===== config.mk =====
export PLATFORM = sky130hd
export DESIGN_NAME = wb_arbiter_flat
export DESIGN_NICKNAME = d
export VERILOG_FILES = /design/src/rtl/wb_arbiter_pkg.sv /design/src/rtl/wb_arbiter_if.sv /design/src/rtl/wb_arbiter_fifo.sv /design/src/rtl/wb_arbiter.sv /design/src/flat_wrapper.sv
export SDC_FILE = /design/constraint.sdc
export NUM_CORES = 1
export LEC_CHECK = 0
export ABC_CLOCK_PERIOD_IN_PS = 7500
export CAP_MARGIN = 20
export CORE_MARGIN = 2
export CORE_UTILIZATION = 43
export DETAILED_ROUTE_END_ITERATION = 10
export PLACE_DENSITY = 0.81
export REMOVE_ABC_BUFFERS = 1
export SKIP_LAST_GASP = 1
export SYNTH_ARGS = -nofsm -noshare
export SYNTH_HDL_FRONTEND = slang
export SYNTH_SLANG_ARGS = --single-unit

===== constraint.sdc =====
create_clock -name clk -period 7.5 [get_ports clk]
set_clock_uncertainty 0.05 [all_clocks]
set_input_delay 2.25 -clock clk [delete_from_list [all_inputs] [get_ports clk]]
set_output_delay 2.25 -clock clk [all_outputs]
set_load 0.03 [all_outputs]

===== src/rtl/wb_arbiter_pkg.sv =====
// Shared types and constants for the register-file write-back arbiter.
// Default widths describe the baseline core configuration.
package wb_arbiter_pkg;

   localparam int WB_AW    = 5;
   localparam int WB_DW    = 32;
   localparam int WB_DEPTH = 2;

   localparam int unsigned REG_X0 = 0;

   typedef struct packed {
      logic             live;
      logic [WB_AW-1:0] rd;
      logic [WB_DW-1:0] data;
   } wb_entry_t;

   typedef enum logic [1:0] {
      SEL_NONE,
      SEL_HEAD_FULL,
      SEL_ALU,
      SEL_HEAD
   } wb_sel_e;

endpackage


===== src/rtl/wb_arbiter_if.sv =====
// Bundle of ALU/LSU result handshakes, register-file write port and bypass
// signals seen by the write-back arbiter.
interface wb_arbiter_if #(
   parameter int ADDRESS_WIDTH = 5,
   parameter int DATA_WIDTH    = 32
);
   logic                     alu_valid;
   logic                     alu_ready;
   logic [ADDRESS_WIDTH-1:0] alu_rd;
   logic [DATA_WIDTH-1:0]    alu_data;
   logic                     lsu_valid;
   logic                     lsu_ready;
   logic [ADDRESS_WIDTH-1:0] lsu_rd;
   logic [DATA_WIDTH-1:0]    lsu_data;
   logic                     we3;
   logic [ADDRESS_WIDTH-1:0] ad3;
   logic [DATA_WIDTH-1:0]    wd3;
   logic [ADDRESS_WIDTH-1:0] ad1;
   logic [ADDRESS_WIDTH-1:0] ad2;
   logic [DATA_WIDTH-1:0]    rd1_in;
   logic [DATA_WIDTH-1:0]    rd2_in;
   logic [DATA_WIDTH-1:0]    rd1_out;
   logic [DATA_WIDTH-1:0]    rd2_out;
   logic                     busy;

   modport master (
      output alu_valid, alu_rd, alu_data,
      output lsu_valid, lsu_rd, lsu_data,
      output ad1, ad2, rd1_in, rd2_in,
      input  alu_ready, lsu_ready, we3, ad3, wd3, rd1_out, rd2_out, busy
   );

   modport slave (
      input  alu_valid, alu_rd, alu_data,
      input  lsu_valid, lsu_rd, lsu_data,
      input  ad1, ad2, rd1_in, rd2_in,
      output alu_ready, lsu_ready, we3, ad3, wd3, rd1_out, rd2_out, busy
   );

endinterface


===== src/rtl/wb_arbiter_fifo.sv =====
// Small synchronous FIFO of write-back entries. A squash request clears the
// live bit of every stored entry whose destination matches.
module wb_fifo
   import wb_arbiter_pkg::*;
#(
   parameter type entry_t = wb_entry_t,
   parameter int  DEPTH   = WB_DEPTH,
   parameter int  RD_W    = WB_AW
) (
   input  logic            clk,
   input  logic            rst,
   input  logic            push,
   input  entry_t          push_entry,
   input  logic            pop,
   input  logic            squash_en,
   input  logic [RD_W-1:0] squash_rd,
   output entry_t          head,
   output logic            full,
   output logic            empty
);

   localparam int PW = $clog2(DEPTH);
   localparam int CW = PW + 1;

   entry_t        mem [DEPTH];
   logic [PW-1:0] wr_ptr;
   logic [PW-1:0] rd_ptr;
   logic [CW-1:0] cnt;
   logic          do_push;
   logic          do_pop;

   assign full    = (cnt == CW'(DEPTH));
   assign empty   = (cnt == '0);
   assign head    = mem[rd_ptr];
   assign do_push = push && !full;
   assign do_pop  = pop && !empty;

   always_ff @(posedge clk) begin
      if (rst) begin
         wr_ptr <= '0;
         rd_ptr <= '0;
         cnt    <= '0;
         for (int i = 0; i < DEPTH; i++) begin
            mem[i] <= '0;
         end
      end else begin
         for (int i = 0; i < DEPTH; i++) begin
            if (squash_en && mem[i].rd == squash_rd) begin
               mem[i].live <= 1'b0;
            end
         end
         // A same-cycle push is younger than the squashing write, so it lands live.
         if (do_push) begin
            mem[wr_ptr] <= push_entry;
            wr_ptr      <= wr_ptr + PW'(1);
         end
         if (do_pop) begin
            rd_ptr <= rd_ptr + PW'(1);
         end
         cnt <= cnt + CW'(do_push) - CW'(do_pop);
      end
   end

endmodule


===== src/rtl/wb_arbiter.sv =====
// Write-back arbiter: picks one ALU or queued LSU result per cycle for the
// register-file write port and bypasses the registered write to the read ports.
module wb_arbiter
   import wb_arbiter_pkg::*;
#(
   parameter int ADDRESS_WIDTH = WB_AW,
   parameter int DATA_WIDTH    = WB_DW,
   parameter int LSU_DEPTH     = WB_DEPTH
) (
   input logic         clk,
   input logic         rst,
   wb_arbiter_if.slave bus
);

   typedef struct packed {
      logic                     live;
      logic [ADDRESS_WIDTH-1:0] rd;
      logic [DATA_WIDTH-1:0]    data;
   } entry_t;

   localparam logic [ADDRESS_WIDTH-1:0] X0 = ADDRESS_WIDTH'(REG_X0);

   entry_t                   head;
   entry_t                   push_entry;
   logic                     full;
   logic                     empty;
   logic                     head_live;
   logic                     alu_fire;
   logic                     lsu_fire;
   logic                     push;
   logic                     pop;
   logic                     squash_en;
   wb_sel_e                  sel;
   logic                     wr_en;
   logic [ADDRESS_WIDTH-1:0] wr_rd;
   logic [DATA_WIDTH-1:0]    wr_data;

   assign head_live     = !empty && head.live;
   assign bus.lsu_ready = !rst && !full;
   assign bus.alu_ready = !rst && !(full && head_live);
   assign alu_fire      = bus.alu_valid && bus.alu_ready;
   assign lsu_fire      = bus.lsu_valid && bus.lsu_ready;
   assign push          = lsu_fire && (bus.lsu_rd != X0);
   assign squash_en     = alu_fire && (bus.alu_rd != X0);
   assign push_entry    = '{live: 1'b1, rd: bus.lsu_rd, data: bus.lsu_data};

   always_comb begin
      sel = SEL_NONE;
      if (full && head_live) begin
         sel = SEL_HEAD_FULL;
      end else if (bus.alu_valid) begin
         sel = SEL_ALU;
      end else if (head_live) begin
         sel = SEL_HEAD;
      end
   end

   // A dead head leaves in any cycle, alongside whatever else is written.
   assign pop = !empty && (!head.live || sel == SEL_HEAD_FULL || sel == SEL_HEAD);

   always_comb begin
      wr_en   = 1'b0;
      wr_rd   = head.rd;
      wr_data = head.data;
      case (sel)
         SEL_HEAD_FULL, SEL_HEAD: wr_en = 1'b1;
         SEL_ALU: begin
            wr_en   = bus.alu_rd != X0;
            wr_rd   = bus.alu_rd;
            wr_data = bus.alu_data;
         end
         default: wr_en = 1'b0;
      endcase
   end

   wb_fifo #(
      .entry_t (entry_t),
      .DEPTH   (LSU_DEPTH),
      .RD_W    (ADDRESS_WIDTH)
   ) u_fifo (
      .clk        (clk),
      .rst        (rst),
      .push       (push),
      .push_entry (push_entry),
      .pop        (pop),
      .squash_en  (squash_en),
      .squash_rd  (bus.alu_rd),
      .head       (head),
      .full       (full),
      .empty      (empty)
   );

   always_ff @(posedge clk) begin
      if (rst) begin
         bus.we3 <= 1'b0;
         bus.ad3 <= '0;
         bus.wd3 <= '0;
      end else begin
         bus.we3 <= wr_en;
         if (wr_en) begin
            bus.ad3 <= wr_rd;
            bus.wd3 <= wr_data;
         end
      end
   end

   assign bus.busy = !empty;

   // The register file only absorbs we3/wd3 at the next edge, hence the bypass.
   assign bus.rd1_out = (bus.we3 && bus.ad3 != X0 && bus.ad3 == bus.ad1) ? bus.wd3 : bus.rd1_in;
   assign bus.rd2_out = (bus.we3 && bus.ad3 != X0 && bus.ad3 == bus.ad2) ? bus.wd3 : bus.rd2_in;

endmodule

===== src/flat_wrapper.sv =====
// flat-port wrapper written by rule: the top's interface ports become plain ports
module wb_arbiter_flat import wb_arbiter_pkg::*;
#(
   parameter int ADDRESS_WIDTH = WB_AW,
   parameter int DATA_WIDTH    = WB_DW,
   parameter int LSU_DEPTH     = WB_DEPTH
)
  (clk, rst, bus_alu_valid, bus_alu_rd, bus_alu_data, bus_lsu_valid, bus_lsu_rd, bus_lsu_data, bus_ad1, bus_ad2, bus_rd1_in, bus_rd2_in, bus_alu_ready, bus_lsu_ready, bus_we3, bus_ad3, bus_wd3, bus_rd1_out, bus_rd2_out, bus_busy);
  wb_arbiter_if #(.ADDRESS_WIDTH(ADDRESS_WIDTH), .DATA_WIDTH(DATA_WIDTH)) bus_i ();
  input logic clk;
  input logic rst;
  input wire logic [$bits(bus_i.alu_valid)-1:0] bus_alu_valid;
  input wire logic [$bits(bus_i.alu_rd)-1:0] bus_alu_rd;
  input wire logic [$bits(bus_i.alu_data)-1:0] bus_alu_data;
  input wire logic [$bits(bus_i.lsu_valid)-1:0] bus_lsu_valid;
  input wire logic [$bits(bus_i.lsu_rd)-1:0] bus_lsu_rd;
  input wire logic [$bits(bus_i.lsu_data)-1:0] bus_lsu_data;
  input wire logic [$bits(bus_i.ad1)-1:0] bus_ad1;
  input wire logic [$bits(bus_i.ad2)-1:0] bus_ad2;
  input wire logic [$bits(bus_i.rd1_in)-1:0] bus_rd1_in;
  input wire logic [$bits(bus_i.rd2_in)-1:0] bus_rd2_in;
  output wire logic [$bits(bus_i.alu_ready)-1:0] bus_alu_ready;
  output wire logic [$bits(bus_i.lsu_ready)-1:0] bus_lsu_ready;
  output wire logic [$bits(bus_i.we3)-1:0] bus_we3;
  output wire logic [$bits(bus_i.ad3)-1:0] bus_ad3;
  output wire logic [$bits(bus_i.wd3)-1:0] bus_wd3;
  output wire logic [$bits(bus_i.rd1_out)-1:0] bus_rd1_out;
  output wire logic [$bits(bus_i.rd2_out)-1:0] bus_rd2_out;
  output wire logic [$bits(bus_i.busy)-1:0] bus_busy;
  assign bus_i.alu_valid = bus_alu_valid;
  assign bus_i.alu_rd = bus_alu_rd;
  assign bus_i.alu_data = bus_alu_data;
  assign bus_i.lsu_valid = bus_lsu_valid;
  assign bus_i.lsu_rd = bus_lsu_rd;
  assign bus_i.lsu_data = bus_lsu_data;
  assign bus_i.ad1 = bus_ad1;
  assign bus_i.ad2 = bus_ad2;
  assign bus_i.rd1_in = bus_rd1_in;
  assign bus_i.rd2_in = bus_rd2_in;
  assign bus_alu_ready = bus_i.alu_ready;
  assign bus_lsu_ready = bus_i.lsu_ready;
  assign bus_we3 = bus_i.we3;
  assign bus_ad3 = bus_i.ad3;
  assign bus_wd3 = bus_i.wd3;
  assign bus_rd1_out = bus_i.rd1_out;
  assign bus_rd2_out = bus_i.rd2_out;
  assign bus_busy = bus_i.busy;
  wb_arbiter #(.ADDRESS_WIDTH(ADDRESS_WIDTH), .DATA_WIDTH(DATA_WIDTH), .LSU_DEPTH(LSU_DEPTH)) u_core (.clk(clk), .rst(rst), .bus(bus_i));
endmodule

* Word level (Yosys, flattened, before mapping) *
Memories as Yosys holds them, arrays and structs flattened. A register that Yosys moved wholly into a read port is not among the register bits.
Index checks and enable logic that the tools add are counted.
Widths: inputs -> output; s select.

word-level totals
  bits in registers = 42
  RAM bits = 76
  input bits = 152
  memories = 1
  output and inout bits = 105

memory list
  name               depth  bits a word  rd ports  clocked after Yosys merged registers in  wr ports  RTL line               source
  u_core.u_fifo.mem  2      38           3         1                                        3         wb_arbiter_fifo.sv:25  entry_t mem [DEPTH];

operators by class
  reduce and logical (&&, ||, !) cells = 28
  eq/ne operators = 8
  mux-type cells = 23
  bitwise gates (word level) = 2
  add/sub/neg operators = 4

operator list
  operator             count
  $mux 32              3
  $eq 5x5->1           4
  $logic_and 1x1->1    16
  $mux 1               15
  $reduce_bool 5->1    3
  $eq 2x2->1 const B   3
  $mux 2               3
  $logic_not 1->1      5
  $mux 5               1
  $add 1x1->1 const B  2
  $add 2x1->2          1
  $eq 2x1->1 const B   1
  $logic_not 2->1      1
  $logic_or 1x1->1     2
  $or 1x1->1           2
  $pmux 1 s2           1
  $reduce_or 2->1      1
  $sub 2x1->2          1

* Depth between registers and ports, before layout *
Gate-level depths: netlist (run 1).

  depth in word-level cells = 13
  gate-level depth with buffers = 10

* Hierarchy *
A second synthesis (run 1) with hierarchy kept.

unflattened totals
  cell total of the unflattened synthesis = 559
  area total of the unflattened synthesis = 6551.3 µm²

by module, submodules not included
  module      area an instance (µm²)  seq. area each (µm²)  times used  cells an instance
  wb_fifo     3681.0                  2382.3                1           248
  wb_arbiter  2870.3                  760.7                 1           311

* Worst setup path after synthesis (run 1) *
No wires, ideal clock.

  kind = input to register
  start point = in rst
  end point = mem u_core.u_fifo.mem[0][0] (netlist bit), enable pin
  path buffers = 1
  stages = 5
  path slack = 1210 ps
  arrival time = 5757 ps
  library setup time = 483 ps
  required time = 6967 ps
  cells stage by stage = clkbuf_1 > inv_1 > and2_1 > o211ai_2 > o21ai_0

RTL lines
  what                RTL line               source
  start: declaration  flat_wrapper.sv:11     input logic rst;
  end: declaration    wb_arbiter_fifo.sv:25

* Worst setup path after layout (run 1) *
  start point = in bus_ad2[4]
  end point = out bus_rd2_out[27]

between the ends
  word-level cells in the longest chain between the ends = 3

ends and longest elaborated chain
  what                RTL line            source
  start: declaration  flat_wrapper.sv:19  input wire logic [$bits(bus_i.ad2)-1:0] bus_ad2;
  $eq 5x5->1          wb_arbiter.sv:111   assign bus.rd2_out = (bus.we3 && bus.ad3 != X0 && bus.ad3 == bus.ad2) ? bus.wd3 : bus.rd2_in;
  $logic_and 1x1->1   wb_arbiter.sv:111
  $mux 32             wb_arbiter.sv:111
  end: declaration    flat_wrapper.sv:28  output wire logic [$bits(bus_i.rd2_out)-1:0] bus_rd2_out;

Every way passes these cells.

==> impl_metrics.tcl, run 1 <==
set metrics [dict create \
    vias_per_cell 5.08 \
    design.core.area_sq_um 13800 \
    cp-end-kind "output port" \
    grt_pass1_wl_um 25900 \
    htree_levels 4 \
    floorplan.die.width_um 123 \
    slew_headroom 0.350 \
    whs_ps 424 \
    fin_crit_ps 6890 \
    worst_hold_startpoint "u_core.bus.wd3[19]" \
    unrepaired_setup_endpoints_after_global_routing "no" \
    numCtsBuffers 17 \
    critical_path.cell_chain "clkdlybuf4s50_1 > xnor2_1 > nand3_1 > nor4_4 > buf_4 > mux2_2 > clkdlybuf4s50_1" \
    layout.filler_cells 992 \
    boundaryPins 257 \
    layout-area-overhead-vs-synth_pct 55.8 \
    antenna_violating_nets_post_route 0 \
    netlist_area_sq_um 6070 \
    groute.usage.overall 0.226 \
    hold_path.class "register to register" \
    antenna_violations_before_repair 0 \
    clock_pin_slew_on_the_worst_setup_and_hold_paths_ps 50 \
    cts.path.max_buffers 2 \
    grt_overflow 0 \
    nets 950 \
    max-cap-violations 0 \
    power.static_leakage_nw 3.46 \
    clock.fmax_ghz 0.145 \
    routed_wl_um 17200 \
    post_synth_inst_count 549 \
    outcome "finished, final reports clean" \
    detailedPlacementHpwl_um 12200 \
    pwr_density_cell_nw_per_um2 251 \
    min_delay_worst_endpoint "u_core.bus.wd3[19]" \
    met1Wirelength_um 6810 \
    startpoint_of_the_worst_slack_reg_to_reg_timing_path "u_core.u_fifo.cnt[0]" \
    detail_route.first_pass.iterations 4 \
    post-route-drc-count 0 \
    core_occupancy_in_the_finished_layout 0.684 \
    critPathArrivalTime_ps 4590 \
    fin_total_pwr_w 0.00237 \
    fin_hold_viols 0 \
    clock_latency_at_the_later_pin_of_the_worst_skew_pair_ps 410 \
    cts.repair.resized 0 \
    ys_seq_elements 119 \
    register_area_sq_um 3120 \
    cts.hold.buffers_added 0 \
    hold_depth 2 \
    clock_tree_root_driver_cell "sky130_fd_sc_hd__clkbuf_16" \
    start_kind "input pin" \
    final_routed_wire_length_divided_by_cell_count_um 17.4 \
    cpMaxStageDelayCell "sky130_fd_sc_hd__clkdlybuf4s50_1" \
    number_of_pins_with_negative_max_slew_slack_in_the_final_report 0 \
    sequential_element_share_of_the_synthesized_area 0.514 \
    start_util 0.439 \
    grt_start_max_net_pins 47 \
    cp_common_cell "sky130_fd_sc_hd__clkdlybuf4s50_1" \
    worst_ir_drop_vdd_mv 0.138 \
    critPathTopFamily "buffers and inverters" \
    first_global_vias 5161 \
    synth.yosys.warnings 0 \
    rows 43 \
    worst-endpoint-required_ps 5200 \
    met2WireLength_um 9120 \
    timing.critical_path.fanout_max 19 \
    critical_register_to_register_path_endpoint "u_core.u_fifo.mem[0][18]" \
    crit_path_max_incr_delay_ps 590 \
    antenna_cells_inserted 0 \
    post_synth_num_cell_types 30 \
    weighted_congestion_at_the_end_of_routability_driven_global_placement 0.808 \
    post_synth.cell_area_avg_sq_um 11.1 \
    post-place-ws_ps 620 \
    drive_above_1_share 0.135 \
    first_iteration_detailed_routing_drc_count 176 \
    post-route-worst-setup-slack_ps 610 \
    tightestPinTransition_ps 975 \
    dr.max_layer_used "met4" \
    path_buf_inv 3 \
    tritoncts_clock_tree "yes" \
    worstSetupPathType "input pin to output port" \
    floorplan.die.height_um 123 \
    io_buffer_count 256 \
    route.met3.wl_um 1020 \
    dieArea_sq_um 15100 \
    timing.reg2reg.setup_slack_ps 5090 \
    area_taken_by_multi_input_logic_gates_sq_um 2840 \
    timing.final.crit_share 0.919 \
    post_cts_setup_bufs 0 \
    finalSetupViolCount 0 \
    clock_sink_count 119 \
    total_negative_slack_ps 0 \
    ff2ff_path_depth 5 \
    vias 5023 \
]
-- synthesized netlist by cell type --
master                     number  area, sq um
sky130_fd_sc_hd__a21oi_1       38          190
sky130_fd_sc_hd__o31ai_2        1         12.5
sky130_fd_sc_hd__o21ai_1        2         10.0
sky130_fd_sc_hd__mux2_1         4         45.0
sky130_fd_sc_hd__nand2b_1       1         6.26
sky130_fd_sc_hd__mux2i_2        1         13.8
sky130_fd_sc_hd__mux2_2        60          676
sky130_fd_sc_hd__a31o_1         2         17.5
sky130_fd_sc_hd__nor2b_1        1         6.26
sky130_fd_sc_hd__inv_1          5         18.8
sky130_fd_sc_hd__clkbuf_1      21         78.8
sky130_fd_sc_hd__dfxtp_1       45          901
sky130_fd_sc_hd__edfxtp_1      74         2220
sky130_fd_sc_hd__o21ai_0        3         15.0
sky130_fd_sc_hd__xnor2_1       15          131
sky130_fd_sc_hd__and2_1        76          475
sky130_fd_sc_hd__o211ai_2       1         12.5
sky130_fd_sc_hd__or4_1          5         37.5
sky130_fd_sc_hd__or3_1          1         6.26
sky130_fd_sc_hd__nor4_2         2         25.0
sky130_fd_sc_hd__mux2i_1       37          370
sky130_fd_sc_hd__ha_1           2         25.0
sky130_fd_sc_hd__o31a_1         1         8.76
sky130_fd_sc_hd__nand2_1       74          278
sky130_fd_sc_hd__nor2_1        10         37.5
sky130_fd_sc_hd__o211ai_1      37          278
sky130_fd_sc_hd__buf_2         10         50.1
sky130_fd_sc_hd__xor2_1         9         78.8
sky130_fd_sc_hd__buf_1          7         26.3
sky130_fd_sc_hd__nand3_1        4         20.0
-- cell type report --
type | count | area share
clock buffers | 22 | 0.0480
flip-flops and latches | 119 | 0.330
well taps | 180 | 0.0238
repair buffers | 266 | 0.280
inverters | 5 | 0.00198
multi-input cells | 387 | 0.300
clock inverters | 10 | 0.0161
-- sequential cells by signal (all words and copies together), names as in the netlist, named ones only --
name / flops
u_core.u_fifo.wr_ptr: 1
u_core.u_fifo.rd_ptr: 1
u_core.u_fifo.cnt: 2
u_core.bus.we3: 1
u_core.bus.wd3: 32
u_core.bus.ad3: 5
u_core.u_fifo.mem: 76
-- per-stage QoR --
step / area (sq um) / cells
floorplan: 5920 / 511
global placement: 8860 / 957
detailed placement: 8860 / 957
CTS: 9460 / 989
global route: 9460 / 989
finish: 9460 / 989
-- layout by cell type, fill, tap and decap left out, types with 8 or more instances in the layout --
master / n
sky130_fd_sc_hd__clkbuf_16: 17
sky130_fd_sc_hd__mux2i_1: 37
sky130_fd_sc_hd__xor2_1: 9
sky130_fd_sc_hd__clkdlybuf4s50_1: 255
sky130_fd_sc_hd__buf_4: 9
sky130_fd_sc_hd__edfxtp_1: 74
sky130_fd_sc_hd__o211ai_1: 37
sky130_fd_sc_hd__nor2_1: 8
sky130_fd_sc_hd__dfxtp_1: 44
sky130_fd_sc_hd__xnor2_1: 15
sky130_fd_sc_hd__mux2_2: 60
sky130_fd_sc_hd__and2_1: 76
sky130_fd_sc_hd__a21oi_1: 38
sky130_fd_sc_hd__nand2_1: 74
-- power by group --
part	internal, W	switching (W)
sequential	0.000787	0.0000547
combinational	0.000318	0.000371
clock	0.000561	0.000279
-- kinds of logic (layout without fill, tap and decap cells) --
family,Yosys count,count (layout),synth area share
xor+xnor,24,24,0.0346
buf+inv,43,303,0.0286
flops,119,119,0.514
fa+ha+maj,2,2,0.00412
mux,102,102,0.182
simple gates,174,174,0.147
compound gates,85,85,0.0896
-- worst max-delay path by stage --
stage / endpoint / cells after the start / slack (ps) / startpoint
after global routing: bus_rd2_out[27] / 7 / 510 / bus_ad2[4]
after floorplan: bus_rd2_out[0] / 4 / 320 / bus_ad2[4]
after detailed placement: bus_rd2_out[10] / 7 / 620 / bus_ad2[4]
final: bus_rd2_out[27] / 7 / 610 / bus_ad2[4]
after CTS: bus_rd2_out[10] / 7 / 600 / bus_ad2[4]
after global placement: bus_rd2_out[9] / 7 / 660 / bus_ad2[0]
-- worst reg2reg max path, stage by stage, from the launching register on --
cell and delay, ps:
sky130_fd_sc_hd__dfxtp_1 360, sky130_fd_sc_hd__nand2b_1 200, sky130_fd_sc_hd__and2_1 200, sky130_fd_sc_hd__o211ai_2 240, sky130_fd_sc_hd__o21ai_4 570, sky130_fd_sc_hd__buf_4 440
-- per-layer routing --
metal | vias up | global-route usage
li1 | 2454 | -
met1 | 2371 | 0.255
met2 | 174 | 0.404
met3 | 24 | 0.0632
met4 | 0 | 0.0862
met5 | - | 0
(Power assumes the default switching activity.)
==> inputs of run 2 (changes only) <==
--- a/config.mk
+++ b/config.mk
@@ -5,14 +5,16 @@
 export SDC_FILE = /design/constraint.sdc
 export NUM_CORES = 1
 export LEC_CHECK = 0
+export ABC_AREA = 1
 export ABC_CLOCK_PERIOD_IN_PS = 7500
 export CAP_MARGIN = 20
 export CORE_MARGIN = 2
-export CORE_UTILIZATION = 43
+export CORE_UTILIZATION = 45
 export DETAILED_ROUTE_END_ITERATION = 10
 export PLACE_DENSITY = 0.81
 export REMOVE_ABC_BUFFERS = 1
 export SKIP_LAST_GASP = 1
+export SLEW_MARGIN = 10
 export SYNTH_ARGS = -nofsm -noshare
 export SYNTH_HDL_FRONTEND = slang
 export SYNTH_SLANG_ARGS = --single-unit
==> run 2 against run 1 <==
Worst setup slack improved by 85 ps. First-iteration DRC count rose to 3.0 times the previous value. Die area rose by 8.3%. Design area rose by 6.8%. Via count rose by 41%. Critical path depth rose by 2. Sequential power rose by 4.6%. Sequential share of layout area fell by 2.1 points. Synthesized cell count rose by 75%. Core utilization fell by 1.4 points. Critical endpoint is now bus_rd2_out[14]. Largest cell class is now multi-input combinational cells.
==> impl_metrics.tcl, run 2 <==
set metrics [dict create \
    synth_enable_flop_cells 74 \
    synth.largest_area_cell "sky130_fd_sc_hd__edfxtp_1" \
    antenna_violating_nets_post_route 0 \
    slew_headroom 0.308 \
    synth_common_cells "sky130_fd_sc_hd__nand2_1, sky130_fd_sc_hd__nor2_1, sky130_fd_sc_hd__nand3_1" \
    grt_pass1_wl_um 34100 \
    post_synth.cell_area_avg_sq_um 7.17 \
    largest_register "u_core.u_fifo.mem" \
    fin_hold_viols 0 \
    groute.usage.overall 0.268 \
    worst-endpoint-required_ps 5200 \
    htree_levels 4 \
    timing.reg2reg.setup_slack_ps 3800 \
    largest_register_ff_count 76 \
    antenna_cells_inserted 0 \
    cp_common_cell "sky130_fd_sc_hd__nand2_1" \
    tightestPinTransition_ps 1040 \
    worst_hold_startpoint "u_core.u_fifo.cnt[1]" \
    max-cap-violations 0 \
    cp-end-kind "output port" \
    power.static_leakage_nw 4.55 \
    start_kind "input pin" \
    start_util 0.457 \
    layout_top_registers "u_core.u_fifo.mem: 76 flops, u_core.bus.wd3: 32 flops, u_core.bus.ad3: 5 flops" \
    clock.fmax_ghz 0.147 \
    first_iteration_detailed_routing_drc_count 524 \
    pwr_density_cell_nw_per_um2 251 \
    min_delay_worst_endpoint "u_core.u_fifo.cnt[1]" \
    sequential_element_share_of_the_synthesized_area 0.452 \
    post_synth_num_cell_types 25 \
    finalSetupViolCount 0 \
    ys_seq_elements 119 \
    post-place-ws_ps 695 \
    ff2ff_path_depth 8 \
    routed_wl_um 22200 \
    dieArea_sq_um 16300 \
    boundaryPins 257 \
    drive_above_1_share 0.0658 \
    detail_route.first_pass.iterations 5 \
    unrepaired_setup_endpoints_after_global_routing "no" \
    most_frequent_cells_in_the_layout "sky130_fd_sc_hd__nand2_1, sky130_fd_sc_hd__clkdlybuf4s50_1, sky130_fd_sc_hd__nor2_1" \
    layout.cells.non_filler 1388 \
    path_buf_inv 3 \
    crit_path_max_incr_delay_ps 680 \
    worstSetupPathType "input pin to output port" \
    clock_sink_count 119 \
    antenna_violations_before_repair 0 \
    cpMaxStageDelayCell "sky130_fd_sc_hd__clkdlybuf4s50_1" \
    netlist_top_cells_area "sky130_fd_sc_hd__edfxtp_1, sky130_fd_sc_hd__nand2_1, sky130_fd_sc_hd__dfxtp_1, sky130_fd_sc_hd__nor2_1, sky130_fd_sc_hd__nand3_1" \
    first_global_vias 6578 \
    weighted_congestion_at_the_end_of_routability_driven_global_placement 0.823 \
    floorplan.die.height_um 128 \
    nets 1341 \
    cts.repair.resized 0 \
    post-route-drc-count 0 \
    placedCellCount 1356 \
    floorplan.die.width_um 128 \
    grt_start_max_net_pins 76 \
    io_buffer_count 256 \
    worst_ir_drop_vdd_mv 0.156 \
    fin_total_pwr_w 0.00253 \
    clock_pin_slew_on_the_worst_setup_and_hold_paths_ps 60 \
    critPathArrivalTime_ps 4500 \
    design.core.area_sq_um 15100 \
    cts.path.max_buffers 2 \
    final_routed_wire_length_divided_by_cell_count_um 16.0 \
    vias_per_cell 5.10 \
    outcome "finished, final reports clean" \
    detailedPlacementHpwl_um 14300 \
    hold_depth 2 \
    post_synth_inst_count 963 \
    numCtsBuffers 17 \
    critPathTopFamily "buffers and inverters" \
    post-route-worst-setup-slack_ps 695 \
    critical_path.cell_chain "clkdlybuf4s50_1 > nand2_1 > nand2_1 > nand3_1 > nor2_4 > buf_4 > nand3_1 > nand2_1 > clkdlybuf4s50_1" \
    number_of_pins_with_negative_max_slew_slack_in_the_final_report 0 \
    tritoncts_clock_tree "yes" \
    timing.critical_path.fanout_max 23 \
    cts.hold.buffers_added 0 \
    clock_latency_at_the_later_pin_of_the_worst_skew_pair_ps 420 \
    total_negative_slack_ps 0 \
    hold_path.class "register to register" \
    layout.filler_cells 1332 \
    critPathLaunch "bus_ad2[1]" \
    synth.yosys.warnings 0 \
    clock_tree_root_driver_cell "sky130_fd_sc_hd__clkbuf_16" \
    synthMostInstantiatedCell "sky130_fd_sc_hd__nand2_1" \
    synth-async-reset-ratio 0 \
    post_cts_setup_bufs 0 \
    most_common_cell_after_layout_fill_and_taps_aside "sky130_fd_sc_hd__nand2_1" \
    critical_register_to_register_path_endpoint "u_core.bus.ad3[1]" \
    netlist_area_sq_um 6900 \
    fin_crit_ps 6800 \
    layout-area-overhead-vs-synth_pct 46.4 \
    rows 45 \
    timing.final.crit_share 0.907 \
    yosys_most_used_dff "sky130_fd_sc_hd__edfxtp_1" \
    synth_top_cell_area_share 0.322 \
    vias 7073 \
    grt_overflow 0 \
    core_occupancy_in_the_finished_layout 0.670 \
]
## run 2: cell count changes after synthesis, sizes merged, moves of 64 or more
cell | before | now
nand3 | 4 | 114
mux2 | 64 | 0
inv | 5 | 70
nand2 | 74 | 289
and2 | 76 | 1
nor2 | 10 | 165
## run 2: power breakdown
group / internal (W) / switching, W
registers: 0.000791 / 0.0000899
clock network: 0.000500 / 0.000312
logic: 0.000342 / 0.000497
total: 0.00163 / 0.000899
## run 2: worst max-delay path by stage
stage | endpoint | slack (ps) | cells past startpoint
final | bus_rd2_out[14] | 700 | 9
after global routing | bus_rd2_out[14] | 530 | 9
after CTS | bus_rd2_out[14] | 700 | 9
after detailed placement | bus_rd2_out[14] | 690 | 9
after global placement | bus_rd2_out[18] | 750 | 9
after floorplan | bus_rd1_out[0] | 580 | 5
## run 2: final cells by class
type                            instances  area, sq um  area share
Clock inverter                         13          150      0.0149
Multi-Input combinational cell        709         3230       0.320
Sequential cell                       119         3120       0.309
Timing Repair Buffer                  270         2660       0.263
Tap cell                              188          235      0.0233
Inverter                               70          263      0.0260
Clock buffer                           19          443      0.0438
## run 2: kinds of logic (layout without fill, tap and decap cells)
family,after synthesis,in the layout,share of synthesized area
adder cells (fa/ha/maj),2,2,0.00362
XOR/XNOR,9,9,0.0114
flip-flops,119,119,0.452
AND/OR/NAND/NOR,620,620,0.384
AO/OA/AOI/OAI,78,78,0.0627
buffers and inverters,135,372,0.0857
## run 2: metrics by stage
stage / cell area [sq um] / hold slack [ps]
global route: 10100 / 488
finish: 10100 / 460
floorplan: 6570 / 411
global placement: 9520 / 433
CTS: 10100 / 451
detailed placement: 9520 / 440
## run 2: per-layer routing
metal / part of all wire / up-vias / track usage
li1: - / 3535 / -
met1: 0.42 / 3250 / 0.338
met2: 0.50 / 263 / 0.465
met3: 0.065 / 25 / 0.0526
met4: 0.015 / 0 / 0.0808
met5: 0 / - / 0
## run 2: worst register-to-register path: stages, from the launching register on
cell and delay, ps:
sky130_fd_sc_hd__dfxtp_2 880, sky130_fd_sc_hd__inv_2 510, sky130_fd_sc_hd__nand2_1 200, sky130_fd_sc_hd__nand2_1 110, sky130_fd_sc_hd__nand2_2 730, sky130_fd_sc_hd__nand2_2 750
sky130_fd_sc_hd__nand2_1 210, sky130_fd_sc_hd__nor2_1 90, sky130_fd_sc_hd__nor2_1 100
==> inputs of run 3 (changes only) <==
--- a/config.mk
+++ b/config.mk
@@ -10,6 +10,7 @@
 export CAP_MARGIN = 20
 export CORE_MARGIN = 2
 export CORE_UTILIZATION = 45
+export CTS_BUF_LIST = sky130_fd_sc_hd__clkbuf_4 sky130_fd_sc_hd__clkbuf_8 sky130_fd_sc_hd__clkbuf_16
 export DETAILED_ROUTE_END_ITERATION = 10
 export PLACE_DENSITY = 0.81
 export REMOVE_ABC_BUFFERS = 1
==> run 3 against run 2 <==
Clock power barely moved. Sequential share of layout area is essentially flat. Core utilization barely moved. Cell count did not move. Critical endpoint unchanged. Combinational power about the same. Flip-flop and latch count stayed put.
==> impl_metrics.tcl, run 3 (synthesis results as in run 2) <==
set metrics [dict create \
    htree_levels 4 \
    start_util 0.457 \
    worst-endpoint-required_ps 5200 \
    finalSetupViolCount 0 \
    grt_start_max_net_pins 76 \
    fin_hold_viols 0 \
    largest_register_ff_count 76 \
    layout_top_registers "u_core.u_fifo.mem: 76 flops, u_core.bus.wd3: 32 flops, u_core.bus.ad3: 5 flops" \
    routed_wl_um 22100 \
    weighted_congestion_at_the_end_of_routability_driven_global_placement 0.823 \
    grt_overflow 0 \
    cp-end-kind "output port" \
    tightestPinTransition_ps 1030 \
    floorplan.die.width_um 128 \
    clock.fmax_ghz 0.147 \
    cts.repair.resized 0 \
    antenna_cells_inserted 0 \
    detail_route.first_pass.iterations 5 \
    post-route-drc-count 0 \
    largest_register "u_core.u_fifo.mem" \
    rows 45 \
    hold_path.class "register to register" \
    p_switching_w 0.000900 \
    worst_ir_drop_vdd_mv 0.156 \
    cts.hold.buffers_added 0 \
    clock_pin_slew_on_the_worst_setup_and_hold_paths_ps 60 \
    groute.usage.overall 0.268 \
    p_sw_frac 0.355 \
    start_kind "input pin" \
    unrepaired_setup_endpoints_after_global_routing "no" \
    boundaryPins 257 \
    most_common_cell_after_layout_fill_and_taps_aside "sky130_fd_sc_hd__nand2_1" \
    cts.path.max_buffers 2 \
    vias 7111 \
    drive_above_1_share 0.0667 \
    clock_latency_at_the_later_pin_of_the_worst_skew_pair_ps 420 \
    power.share.combinational 0.331 \
    timing.final.crit_share 0.909 \
    outcome "finished, final reports clean" \
    final_cell_area_sq_um 10100 \
    vias_per_cell 5.12 \
    floorplan.die.height_um 128 \
    total_negative_slack_ps 0 \
    first_global_vias 6574 \
    power.static_leakage_nw 4.55 \
    clock_sink_count 119 \
    io_buffer_count 256 \
    power.internal_w 0.00164 \
    layout.filler_cells 1335 \
    worstSetupPathType "input pin to output port" \
    layout-area-overhead-vs-synth_pct 46.5 \
    critPathArrivalTime_ps 4520 \
    pwr-share-seq 0.348 \
    first_iteration_detailed_routing_drc_count 530 \
    fin_crit_ps 6820 \
    number_of_pins_with_negative_max_slew_slack_in_the_final_report 0 \
    design.core.area_sq_um 15100 \
    detailedPlacementHpwl_um 14300 \
    power.clock.fraction 0.322 \
    antenna_violations_before_repair 0 \
    timing.critical_path.fanout_max 23 \
    tritoncts_clock_tree "yes" \
    nets 1341 \
    slew_headroom 0.314 \
    antenna_violating_nets_post_route 0 \
    numCtsBuffers 17 \
    most_frequent_cells_in_the_layout "sky130_fd_sc_hd__nand2_1, sky130_fd_sc_hd__clkdlybuf4s50_1, sky130_fd_sc_hd__nor2_1" \
    grt_pass1_wl_um 34100 \
    whs_ps 462 \
    max-cap-violations 0 \
    placement.cell_area_sq_um 9520 \
    post_cts_setup_bufs 0 \
    final_routed_wire_length_divided_by_cell_count_um 16.0 \
    clock_tree_root_driver_cell "sky130_fd_sc_hd__clkbuf_16" \
    pwr_density_cell_nw_per_um2 251 \
    dieArea_sq_um 16300 \
]
-- run 3: power groups by stage --
stage               Sequential (W)  Clock [W]  Combinational, W
detailed placement        0.000893          0          0.000835
finish                    0.000882   0.000816          0.000839
CTS                       0.000881   0.000820          0.000840
global route              0.000895   0.000850          0.000922
floorplan                 0.000928          0          0.000431
global placement          0.000890          0          0.000821
-- run 3: worst max-delay path, cell delays in order --
cell and delay (ps):
sky130_fd_sc_hd__clkdlybuf4s50_1 480, sky130_fd_sc_hd__nand2_1 50, sky130_fd_sc_hd__nand2_1 90, sky130_fd_sc_hd__nand3_1 110, sky130_fd_sc_hd__nor2_4 290, sky130_fd_sc_hd__buf_4 340, sky130_fd_sc_hd__nand3_1 100, sky130_fd_sc_hd__nand2_1 100
sky130_fd_sc_hd__clkdlybuf4s50_1 680
-- run 3: metal layers --
| metal | wire, um | share of wire | global-route usage | vias to the layer above |
|---|---|---|---|---|
| met5 | 0 | 0 | 0 | - |
| met4 | 317 | 0.014 | 0.0808 | 0 |
| met3 | 1470 | 0.066 | 0.0526 | 23 |
| met2 | 11100 | 0.50 | 0.465 | 279 |
| met1 | 9310 | 0.42 | 0.338 | 3273 |
| li1 | - | - | - | 3536 |
-- run 3: path summary, 6_finish.rpt --
check,start,end,slack (ps),depth (start not counted)
worst max-delay path,bus_ad2[1],bus_rd2_out[14],680,9
worst min-delay path,u_core.u_fifo.cnt[1],u_core.u_fifo.cnt[1],460,2
worst max register to register,register,u_core.bus.ad3[1],3790,8
worst min register to register,u_core.u_fifo.cnt[1],u_core.u_fifo.cnt[1],460,2
-- run 3: metrics by stage --
step,worst slack (ps),utilization,power [W],cells
floorplan,579,-,0.00136,898
global placement,749,0.631,0.00171,1356
detailed placement,695,0.631,0.00173,1356
CTS,696,0.670,0.00254,1388
global route,533,0.670,0.00267,1388
finish,680,0.670,0.00254,1388
-- run 3: cell type report --
| cell class | instances | area [sq um] | area share |
|---|---|---|---|
| Clock buffer | 19 | 447 | 0.0442 |
| Clock inverter | 13 | 150 | 0.0148 |
| Inverter | 70 | 263 | 0.0260 |
| Multi-Input combinational cell | 709 | 3230 | 0.319 |
| Sequential cell | 119 | 3120 | 0.309 |
| Tap cell | 188 | 235 | 0.0233 |
| Timing Repair Buffer | 270 | 2660 | 0.263 |
